### src/rtl/tdm_mux8.sv
// tdm_mux8: 8-to-1 time-division multiplexer / serializer.
// Snapshots an 8-bit frame and plays one channel per slot onto out.
module tdm_mux8 #(
    parameter int SLOT_CYCLES = 1,
    parameter int CW          = 8
) (
    input  logic clk,
    input  logic rst,
    input  logic d0,
    input  logic d1,
    input  logic d2,
    input  logic d3,
    input  logic d4,
    input  logic d5,
    input  logic d6,
    input  logic d7,
    input  logic d_valid,
    output logic d_ready,
    output logic out,
    output logic s0,
    output logic s1,
    output logic s2,
    output logic out_valid,
    output logic frame_start
);

    typedef enum logic {
        IDLE = 1'b0,
        SEND = 1'b1
    } state_t;

    localparam logic [CW-1:0] DW_MAX = CW'(SLOT_CYCLES - 1);

    state_t        state;
    state_t        state_nx;
    logic [7:0]    shadow;
    logic [7:0]    shadow_nx;
    logic [2:0]    slot;
    logic [2:0]    slot_nx;
    logic [CW-1:0] dwell;
    logic [CW-1:0] dwell_nx;
    logic          armed;
    logic          last;
    logic          load;
    logic          out_nx;
    logic          fs_nx;
    logic [7:0]    frame;

    assign frame = {d7, d6, d5, d4, d3, d2, d1, d0};

    // armed keeps d_ready low until the first edge after reset release
    assign last    = (state == SEND) && (slot == 3'd7) && (dwell == DW_MAX);
    assign d_ready = armed && ((state == IDLE) || last);
    assign load    = d_valid && d_ready;

    always_comb begin
        state_nx  = state;
        shadow_nx = shadow;
        slot_nx   = slot;
        dwell_nx  = dwell;
        unique case (state)
            IDLE: begin
                if (load) begin
                    shadow_nx = frame;
                    slot_nx   = 3'd0;
                    dwell_nx  = '0;
                    state_nx  = SEND;
                end
            end
            SEND: begin
                if (last) begin
                    slot_nx  = 3'd0;
                    dwell_nx = '0;
                    if (load) begin
                        shadow_nx = frame;
                    end else begin
                        state_nx = IDLE;
                    end
                end else if (dwell == DW_MAX) begin
                    dwell_nx = '0;
                    slot_nx  = slot + 3'd1;
                end else begin
                    dwell_nx = dwell + CW'(1);
                end
            end
            default: state_nx = IDLE;
        endcase
        out_nx = (state_nx == SEND) && shadow_nx[slot_nx];
        fs_nx  = (state_nx == SEND) && (slot_nx == 3'd0)
                 && (dwell_nx == '0);
    end

    always_ff @(posedge clk or posedge rst) begin
        if (rst) begin
            state       <= IDLE;
            shadow      <= 8'h00;
            slot        <= 3'd0;
            dwell       <= '0;
            armed       <= 1'b0;
            out         <= 1'b0;
            frame_start <= 1'b0;
        end else begin
            state       <= state_nx;
            shadow      <= shadow_nx;
            slot        <= slot_nx;
            dwell       <= dwell_nx;
            armed       <= 1'b1;
            out         <= out_nx;
            frame_start <= fs_nx;
        end
    end

    assign {s2, s1, s0} = slot;
    assign out_valid    = (state == SEND);

endmodule

### config.mk
export PLATFORM = sky130hd
export DESIGN_NAME = tdm_mux8
export DESIGN_NICKNAME = d
export VERILOG_FILES = /design/src/rtl/tdm_mux8.sv
export SDC_FILE = /design/constraint.sdc
export NUM_CORES = 1
export LEC_CHECK = 0
export ABC_AREA = 1
export BUFFER_PORTS_ARGS = -buffer_cell sky130_fd_sc_hd__buf_4
export CAP_MARGIN = 20
export CELL_PAD_IN_SITES_DETAIL_PLACEMENT = 0
export CELL_PAD_IN_SITES_GLOBAL_PLACEMENT = 1
export CORE_UTILIZATION = 35
export DETAILED_ROUTE_END_ITERATION = 12
export GPL_TIMING_DRIVEN = 1
export PLACE_DENSITY_LB_ADDON = 0.15
export SLEW_MARGIN = 20
export SYNTH_ARGS = -nofsm -noshare
export SYNTH_HDL_FRONTEND = slang
export SYNTH_SLANG_ARGS = --single-unit
### constraint.sdc
create_clock -name clk -period 2.8 [get_ports clk]
set_clock_uncertainty 0.15 [all_clocks]
set_input_delay 0.42 -clock clk [delete_from_list [all_inputs] [get_ports clk]]
set_output_delay 0.42 -clock clk [all_outputs]
set_load 0.1 [all_outputs]
==> results by group, run 1 <==
Clocking
  – Setup Fix Bufs, Post-CTS: 0
  – Post-CTS sizing: 0
  – Inserted Clock Buffers: 3
  – Worst-Skew Late Latency: 0.27 ns
  – Clock Tree Root: clkbuf_8
  – CTS sink count: 23
  – TritonCTS clock tree: built
  – H-tree Lvls: 1
  – # hold bufs at CTS: 0
  – CTS Buffer Depth: 2
  – Clock Pin Slew Worst Setup and Hold Paths: 0.09 ns

Placed design
  – RePlAce Congestion: 0.781
  – Number of port buffers: 17
  – Hpwl dp: 2210 um
  – Placed Instances: 229
  – Placement Cell Area: 1510 um^2
  – Setup WS pre-CTS: 0.731 ns

Setup path
  – Worst-path fanout max: 5
  – CP endpoint kind: output port
  – Most common cell on crit path: nand2_2
  – Delay-heaviest family, CP: simple AND/OR/NAND/NOR gates
  – WP buf/inv: 2
  – Slowest cell on the critical path: dfrtp_1
  – Worst EP required: 2.23 ns
  – Type of the worst setup path: reg -> out
  – Worst path cell trace: inv_1, ha_1, nand2_1, nor2_1, nand2_2, nand2_2, nand2_4, nor2_4, buf_4
  – CP max stage delay: 0.43 ns
  – Critical Path AT: 1.78 ns
  – Startpoint types: register

Routing
  – Initial DRC count: 35
  – Routed vias: 1,113
  – Antenna-violating nets left: 0
  – DR WL/cell: 12.2 um
  – Final wirelength: 2840 um
  – DR pass1 iterations: 4
  – Remaining DRCs: 0
  – Vias/cell: 4.78

GRT
  – Antenna violations before repair: 0
  – Total GRT Usage: 16.0%
  – GRT Residual Overflow: 0
  – First-pass GRT wire length: 5020 um
  – Largest net degree at the start of global routing: 24
  – Vias in the first global route: 1,145

Floorplan
  – Num ports: 18
  – Die height: 63.8 um
  – Die area: 4070 um^2
  – Starting Density: 36.5%
  – Core box area: 3660 um^2
  – Site Rows: 22
  – Die W: 63.8 um

Synthesis
  – Number of synthesized register bits: 23
  – Net Count, Synth: 182
  – Syn avg cell area: 8.01 um^2
  – Synth warn: 0
  – Mapped Area: 1340 um^2
  – Post-Synth Simple-Gate Area: 37.0%
  – Mux contribution to synthesized area: 0%
  – Post-Synth Adder-Cell Area: 3.74%
  – Compound-cell area share of the yosys netlist: 6.64%
  – Largest family of logic cells by synthesized area: simple AND/OR/NAND/NOR gates
  – XOR/XNOR Fraction of Synth Area: 0.655%
  – Syn Inst Count: 167
  – Count of cell types in the netlist: 32
  – Sequential element share of the synthesized area: 43.0%

STA
  – Measured slew at the worst slew-check pin: 0.868 ns
  – F_max: 426 MHz
  – Tmin final: 2.35 ns
  – Period Utilization, post-route: 83.8%
  – Fin Setup TNS: 0 ns
  – Relative slew slack: 42.0%
  – Final Hold Fails: 0
  – Unrepaired setup endpoints after global routing: false
  – Final WS setup: 0.454 ns
  – Final setup violation count: 0
  – Slew Limit Fails: 0

Power
  – PD cells: 1050 nW/um^2
  – Lkg Pwr: 0.000812 uW
  – VDD IR max: 0.000336 V

Cells and area
  – Post-Route Utilization: 42.5%
  – Area Growth Syn to Fin: 16.5%
  – Antenna cells: 0
  – Final std cells w/o fill: 233
  – Layout cells sized above 1: 26.5%
  – Design Area, Final: 1560 um^2
  – Filler cells: 380
  – Layout Nets: 201

Min path
  – Tightest Hold Check Type: in -> async

Flow run
  – Max Cap Violations: 0

Run status
  – Status: completed
==> cells by family after synthesis <==
logic type,after synthesis
AOI/OAI and AO/OA,14
and+or+nand+nor,97
buffers and inverters,27
adders and majority gates,4
other,1
xor gates and xnor gates,1
DFF,23
==> worst register-to-register path, cell delays in order (launching register included) <==
cell,delay (ns)
dfrtp_1,0.42
ha_1,0.21
ha_1,0.20
or2_4,0.26
nand2_4,0.11
nand2_4,0.06
nand2_4,0.10
nand3_1,0.09
nand3_1,0.09
nand2_1,0.06
nor2_1,0.10
nor2_1,0.06
==> metrics by stage <==
stage          total power (uW)  hold WS, ns
6_report                   1640        0.176
5_1_grt                    1780        0.233
4_1_cts                    1660        0.217
3_5_place_dp               1450        0.308
3_3_place_gp               1450        0.299
2_1_floorplan              1250        0.272
==> area by class of cell <==
| class | count | area [um^2] | share of cell area, % |
|---|---|---|---|
| Clock inverter | 1 | 5.00 | 0.321 |
| Timing Repair Buffer | 17 | 128 | 8.19 |
| Clock buffer | 3 | 41.3 | 2.65 |
| Tap cell | 48 | 60.1 | 3.86 |
| Sequential cell | 23 | 576 | 36.9 |
| Inverter | 24 | 93.8 | 6.02 |
| Multi-Input combinational cell | 117 | 654 | 42.0 |
==> registers in the layout, summed over array words and instances, names as in the netlist <==
name / cells
dwell: 8
out: 1
shadow: 8
armed: 1
slot: 3
frame_start: 1
out_valid: 1
==> synth_stat cells, drive strengths merged <==
library cell / number / area (um^2)
xor2: 1 / 8.76
conb: 1 / 3.75
ha: 4 / 50.1
a22oi: 1 / 7.51
or2: 1 / 8.76
nand2: 50 / 235
a21oi: 2 / 13.8
nand3: 19 / 113
nand4: 8 / 50.1
o21ai: 7 / 35.0
nor3: 2 / 15.0
a211o: 1 / 8.76
inv: 22 / 85.1
nor2: 17 / 73.8
o22ai: 1 / 6.26
dfrtp: 23 / 576
o32ai: 2 / 17.5
clkinv: 2 / 8.75
buf: 3 / 21.3
==> cells in the final DEF (no fill, tap or decap), types with 2 or more instances in the layout <==
| cell | synthesis | layout |
|---|---|---|
| nand2_4 | 4 | 4 |
| clkinv_2 | 1 | 2 |
| nand2_2 | 7 | 7 |
| ha_1 | 4 | 4 |
| nand4_1 | 8 | 8 |
| inv_2 | 7 | 7 |
| o21ai_0 | 3 | 3 |
| o21ai_1 | 4 | 4 |
| dfrtp_1 | 23 | 23 |
| inv_1 | 14 | 14 |
| o32ai_1 | 2 | 2 |
| nor2_1 | 15 | 14 |
| nor2_4 | 1 | 2 |
| nand3_1 | 17 | 17 |
| nand2_1 | 39 | 39 |
| clkbuf_8 | 0 | 3 |
| buf_4 | 0 | 17 |
==> metal layers <==
metal  track usage [%]  part of all wire [%]
met2              30.5                    55
met3              2.14                   2.1
met1              18.1                    42
met4              5.40                  0.77
met5                 0                     0
==> where the power goes <==
part	switching [uW]	total (uW)	internal, uW	leakage (uW)
logic	624	891	267	0.000508
registers	88.9	535	446	0.000278
clock network	112	211	99.5	0.0000255
==> path summary, 6_finish.rpt <==
| check | startpoint | end | slack [ns] | depth (start not counted) |
|---|---|---|---|---|
| worst max-delay path | dwell[0] | d_ready | 0.45 | 9 |
| max in group asynchronous | rst | dwell[1] | 1.78 | 2 |
| worst min-delay path | rst | dwell[7] | 0.18 | 2 |
| worst min register to register | shadow[3] | shadow[3] | 0.32 | 2 |
| min in group clk | d4 | shadow[4] | 0.22 | 3 |
| worst max register to register | slot[0] | out | 0.78 | 11 |
No activity file was read; power rests on OpenSTA's default activity.
==> run 2, diff against run 1 <==
- clock period: 2.8 -> 1.93 ns (I/O delays scaled with it)
==> run 2 against run 1 <==
  * Critical path type unchanged
  * Worst hold slack worse by 0.078 ns
  * Register-to-register slack got worse by 0.86 ns
  * Setup slack worse by 0.59 ns
  * Sequential share of layout area decreased by 5.5 points
  * The run now ends with negative setup slack left
  * Design area is 20% higher
  * Non-clock buffer count increased by 19
  * Sequential cell count unchanged
  * Highest routed layer unchanged
  * Clock-buffer cell count unchanged
  * Global-route usage grew 1.1 points
  * Critical endpoint unchanged
  * First-iteration DRC count fell by 51%
  * Clock power increased by 39%
  * Total power increased by 66%
==> results by group, run 2 (same netlist as run 1, synthesis figures left out) <==
Cells and area
  – Top flop regs: dwell x8, shadow x8, slot x3
  – Filler cells: 372 (-2.1%)
  – Area Growth Syn to Fin: 39.7%
  – FF/Latch Area: 588 um^2 (+2.2%)
  – Layout cells sized above 1: 43.4% (+17 points)
  – Most common cell after layout, fill and taps aside: nand2_1
  – Commonest non-fill, non-tap cells in the layout: 35 x nand2_1, 31 x buf_4, 19 x dfrtp_1
  – Final std cells w/o fill: 253 (+8.6%)
  – Multi-input logic area: 769 um^2 (+18%)
  – Layout Nets: 221 (+10%)
  – Antenna cells: 0 (unchanged)
  – Post-Route Utilization: 51.0% (+8.5 points)

STA
  – Final setup violation count: 2 (+2)
  – Fin Setup TNS: -0.225 ns (-0.225 ns)
  – Period Utilization, post-route: 107%
  – Hold_ws: 0.0982 ns (-0.0780 ns)
  – Slew Limit Fails: 0 (unchanged)
  – F_max: 483 MHz
  – Unrepaired setup endpoints after global routing: true
  – Tmin final: 2.07 ns
  – Final WS setup: -0.140 ns (-0.594 ns)
  – Final Hold Fails: 0 (unchanged)

Clocking
  – Clock Tree Root: clkbuf_8
  – Inserted Clock Buffers: 3 (unchanged)
  – CTS sink count: 23 (unchanged)
  – Worst-Skew Late Latency: 0.26 ns (about the same)
  – TritonCTS clock tree: built
  – CTS Buffer Depth: 2 (unchanged)
  – Clock Pin Slew Worst Setup and Hold Paths: 0.08 ns (about the same)
  – H-tree Lvls: 1 (unchanged)

Routing
  – DR WL/cell: 12.7 um (+4.4%)
  – Antenna-violating nets left: 0 (unchanged)
  – Final wirelength: 3220 um (+13%)
  – Initial DRC count: 17 (-51%)
  – Remaining DRCs: 0 (unchanged)
  – DR pass1 iterations: 4 (unchanged)
  – Routed vias: 1,217 (+9.3%)
  – Vias/cell: 4.81 (+0.70%)

Placed design
  – RePlAce Congestion: 0.820 (+5.0%)
  – Number of port buffers: 17 (unchanged)
  – Placed Instances: 238 (+3.9%)
  – Hpwl dp: 2340 um (+5.9%)
  – Setup WS pre-CTS: -0.0421 ns (-0.773 ns)

Power
  – Lkg Pwr: 0.000914 uW (+13%)
  – PD cells: 1460 nW/um^2 (+39%)
  – VDD IR max: 0.000954 V (+180%)
  – Internal: 1400 uW (+73%)
  – Switching power: 1320 uW (+60%)
  – Sequential share of power: 29.1% (-3.6 points)
  – Sw Ratio: 48.5% (-1.9 points)
  – Gate power share: 60.1% (+5.7 points)
  – Clock power frac: 10.8% (-2.1 points)

Run status
  – Failing checks: negative setup slack
  – Status: complete, but fails checks

Setup path
  – Worst EP required: 1.49 ns (-0.74 ns)
  – Worst R2R Setup Slack: -0.08 ns (-0.86 ns)
  – RR Startpoint: slot[1]
  – Worst r2r path cells: 12 (+1)
  – Worst R2R End: out
  – Worst-path fanout max: 3 (-2)
  – Startpoint types: register
  – Type of the worst setup path: reg -> out
  – Critical Path AT: 1.63 ns (-0.15 ns)
  – CP endpoint kind: output port

Floorplan
  – Core box area: 3660 um^2 (unchanged)
  – Num ports: 18 (unchanged)
  – Starting Density: 36.5% (unchanged)
  – Die height: 63.8 um (unchanged)
  – Die W: 63.8 um (unchanged)
  – Site Rows: 22 (unchanged)
  – Die area: 4070 um^2 (unchanged)

GRT
  – GRT Residual Overflow: 0 (unchanged)
  – Largest net degree at the start of global routing: 24 (unchanged)
  – First-pass GRT wire length: 5350 um (+6.6%)
  – Vias in the first global route: 1,148 (+0.26%)
  – Total GRT Usage: 17.1% (+1.1 points)
  – Antenna violations before repair: 0 (unchanged)

Flow run
  – Max Cap Violations: 0 (unchanged)

Min path
  – Tightest Hold Check Type: in -> reg
  – Worst hold path cell count: 3
  – Hold_sp: d4
  – Worst hold endpoint: shadow[4]
run 2: cell types whose count changed in the layout (fill, tap and decap cells not counted), moves of 2 or more:
cell	change
buf_4	+14
dfrtp_1	-4
nand2_4	+2
buf_12	+2
nand3_2	+6
buf_6	+2
ha_4	+2
nand3_1	-6
ha_1	-3
nand2_1	-4
dfrtp_4	+3
run 2: area by class of cell:
class	instances	area share (%)
Tap cell	48	3.22
Timing Repair Buffer	36	16.3
Inverter	24	5.29
Multi-Input combinational cell	118	41.2
Clock inverter	1	0.268
Sequential cell	23	31.5
Clock buffer	3	2.21
run 2: what timing repair did:
item | 4_1_cts | 5_1_grt
gates resized for setup | 16 | 10
gates cloned | 1 | 0
pin swaps | 13 | 9
endpoints found under the setup margin | 2 | 3
hold buffers | 1 | 0
endpoints found under the hold margin | 23 | 0
setup buffers | 8 | 1
run 2: routing by layer:
layer,wire length [um],GRT usage (%)
met4,17,5.11
met3,51,2.14
met1,1470,21.8
met5,0,0
met2,1680,30.1
run 2: metrics by stage:
stage	power [uW]	cell area, um^2
finish	2720	1870
global route	2930	1870
CTS	2700	1830
detailed placement	2230	1620
global placement	2230	1620
floorplan	1880	1380
run 2: worst max-delay path by stage:
stage              from       to  slack, ns  depth (start not counted)
6_report        slot[1]  d_ready      -0.14                          6
3_5_place_dp    slot[1]      out      -0.04                         11
3_3_place_gp    slot[1]      out      -0.03                         11
4_1_cts         slot[1]  d_ready      -0.14                          6
2_1_floorplan   slot[1]  d_ready      -0.10                          5
5_1_grt        dwell[1]  d_ready      -0.19                          9
run 2: power by group through the flow:
stage               logic, uW  clock network, uW  registers, uW
floorplan                 762                  0           1120
global placement         1440                  0            795
detailed placement       1430                  0            803
CTS                      1600                314            793
global route             1790                329            813
finish                   1640                294            792
run 2: critical path, cell delays in order (launching register included):
cell and delay [ns]:
dfrtp_4 0.50, ha_4 0.17, ha_4 0.15, or2_4 0.25, nand2_8 0.10, nor2_4 0.04
buf_12 0.16
==> run 3, diff against run 2 <==
- CORE_ASPECT_RATIO: unset -> 0.6
- clock period: 1.93 -> 2.1 ns (I/O delays scaled with it)
==> run 3 against run 2 <==
  * The run still ends with negative setup slack left
  * Combinational power decreased by 12%
  * Via count decreased by 0.49%
  * Cell count decreased by 4.0%
  * Non-clock buffer count decreased by 6
  * Worst hold slack improved by 0.023 ns
  * First-iteration DRC count increased to 3.1 times the previous value
  * Design area decreased by 5.6%
  * Sequential power decreased by 8.3%
  * Critical endpoint unchanged
  * Largest cell class unchanged
==> results by group, run 3 (same netlist as run 1, synthesis figures left out) <==
Power
  – Clock power frac: 11.4% (+0.6 points)
  – Sequential share of power: 29.6% (+0.5 points)
  – Sw Ratio: 49.8% (+1.3 points)
  – PD cells: 1390 nW/um^2 (-4.6%)
  – Switching power: 1220 uW (-7.6%)
  – Internal: 1230 uW (-12%)
  – Gate power share: 59.0% (-1.1 points)
  – Power Total: 2450 uW (-10%)
  – Lkg Pwr: 0.000873 uW (-4.4%)
  – VDD IR max: 0.00103 V (+7.9%)

Setup path
  – Worst R2R Setup Slack: 0.01 ns (+0.09 ns)
  – Worst path cell trace: ha_4, ha_4, or2_4, nand2_8, nor2_4, buf_12
  – Type of the worst setup path: reg -> out
  – Worst R2R End: out
  – RR Startpoint: slot[0]
  – Most common cell on crit path: ha_4
  – CP endpoint kind: output port
  – Slowest cell on the critical path: dfrtp_4
  – Startpoint types: register
  – Critical Path AT: 1.64 ns (about the same)
  – CP max stage delay: 0.50 ns (about the same)
  – Worst r2r path cells: 12 (unchanged)
  – Worst Setup SP: slot[0]
  – Worst EP required: 1.63 ns (+0.14 ns)
  – Worst-path fanout max: 3 (unchanged)

STA
  – Final setup violation count: 1 (-1)
  – Tmin final: 2.10 ns
  – Final WS setup: -0.00220 ns (+0.138 ns)
  – F_max: 476 MHz
  – Period Utilization, post-route: 100%
  – Slew Limit Fails: 0 (unchanged)
  – Unrepaired setup endpoints after global routing: true
  – Hold_ws: 0.122 ns (+0.0234 ns)
  – Fin Setup TNS: -0.00220 ns (+0.223 ns)
  – Final Hold Fails: 0 (unchanged)

Cells and area
  – Final std cells w/o fill: 243 (-4.0%)
  – Layout cells sized above 1: 38.4% (-5.0 points)
  – Top flop regs: dwell x8, shadow x8, slot x3
  – Layout Nets: 214 (-3.2%)
  – Area Growth Syn to Fin: 31.8%
  – Filler cells: 334 (-10%)
  – Most common cell after layout, fill and taps aside: nand2_1
  – Commonest non-fill, non-tap cells in the layout: 37 x nand2_1, 27 x buf_4, 19 x dfrtp_1
  – Antenna cells: 0 (unchanged)

Routing
  – Vias/cell: 4.98 (+3.6%)
  – DR WL/cell: 14.2 um (+12%)
  – Remaining DRCs: 0 (unchanged)
  – Routed vias: 1,211 (-0.49%)
  – Initial DRC count: 52 (+35)
  – Antenna-violating nets left: 0 (unchanged)
  – DR pass1 iterations: 5 (+1)
  – Final wirelength: 3450 um (+7.1%)

Clocking
  – CTS sink count: 23 (unchanged)
  – Worst-Skew Late Latency: 0.27 ns (about the same)
  – H-tree Lvls: 1 (unchanged)
  – CTS Buffer Depth: 2 (unchanged)
  – Clock Pin Slew Worst Setup and Hold Paths: 0.09 ns (about the same)
  – Inserted Clock Buffers: 3 (unchanged)
  – Clock Tree Root: clkbuf_8
  – TritonCTS clock tree: built

Placed design
  – RePlAce Congestion: 0.828 (+0.91%)
  – Number of port buffers: 17 (unchanged)
  – Setup WS pre-CTS: 0.0131 ns (+0.0552 ns)
  – Hpwl dp: 2590 um (+10%)
  – Placed Instances: 231 (-2.9%)

Min path
  – Tightest Hold Check Type: in -> reg
  – Hold_sp: d4
  – Worst hold path cell count: 3 (unchanged)
  – Worst hold endpoint: shadow[4]

GRT
  – Vias in the first global route: 1,118 (-2.6%)
  – GRT Residual Overflow: 0 (unchanged)
  – First-pass GRT wire length: 5620 um (+5.0%)
  – Antenna violations before repair: 0 (unchanged)
  – Largest net degree at the start of global routing: 24 (unchanged)
  – Total GRT Usage: 19.0% (+1.8 points)

Run status
  – Status: complete, but fails checks
  – Failing checks: negative setup slack

Floorplan
  – Die W: 81.8 um (+28%)
  – Site Rows: 16 (-27%)
  – Num ports: 18 (unchanged)
  – Die area: 4080 um^2 (+0.19%)
  – Die height: 49.9 um (-22%)
  – Starting Density: 38.8% (+2.3 points)
  – Core box area: 3440 um^2 (-5.9%)

Flow run
  – Max Cap Violations: 0 (unchanged)
run 3: cell types whose count changed in the layout (fill, tap and decap cells not counted), sizes merged:
| cell | previous run | this run |
|---|---|---|
| clkbuf | 3 | 4 |
| inv | 22 | 23 |
| clkinv | 3 | 1 |
| nand3 | 20 | 19 |
| buf | 35 | 29 |
run 3: layer usage:
| metal | global-route usage (%) | part of all wire (%) | up-vias |
|---|---|---|---|
| met5 | 0 | 0 | - |
| met4 | 2.63 | 0.38 | 0 |
| met3 | 5.00 | 4.2 | 2 |
| met2 | 24.8 | 41 | 29 |
| met1 | 30.8 | 55 | 584 |
| li1 | - | - | 596 |
run 3: timing repair:
item                                    4_1_cts  5_1_grt
gates resized for setup                       8       15
endpoints found under the setup margin        2        3
hold buffers                                  1        0
setup buffers                                 6        1
hold endpoints to repair                     23        0
pin swaps                                     3        8
gates cloned                                  0        0
run 3: worst max-delay path by stage:
stage | to | slack (ns) | depth (start not counted)
floorplan | out | -0.02 | 11
global placement | out | 0.04 | 11
detailed placement | out | 0.01 | 11
CTS | d_ready | 0.007 | 6
global route | d_ready | -0.08 | 9
finish | d_ready | -0.002 | 6
run 3: final cells by class:
cell class / count / area, um^2 / share of cell area [%]
Tap cell: 45 / 56.3 / 3.19
Multi-Input combinational cell: 117 / 733 / 41.6
Clock buffer: 4 / 45.0 / 2.56
Inverter: 24 / 98.8 / 5.61
Timing Repair Buffer: 30 / 244 / 13.8
Sequential cell: 23 / 586 / 33.2
run 3: power by group through the flow:
stage	combinational, uW	clock [uW]	sequential [uW]
floorplan	671	0	1010
global placement	1250	0	729
detailed placement	1260	0	729
CTS	1320	288	710
global route	1590	305	741
finish	1450	280	726
run 3: per-stage QoR:
stage / area (um^2) / util (%)
after floorplan: 1360 / -
after global placement: 1560 / 45.2
after detailed placement: 1560 / 45.2
after CTS: 1690 / 49.1
after global routing: 1760 / 51.2
final: 1760 / 51.2
run 3: critical path: cells and delay by family (launching register included):
family	cells	cell delay [ns]
adders and majority gates	2	0.32
buffers and inverters	1	0.16
and+or+nand+nor	3	0.39
DFF	1	0.50
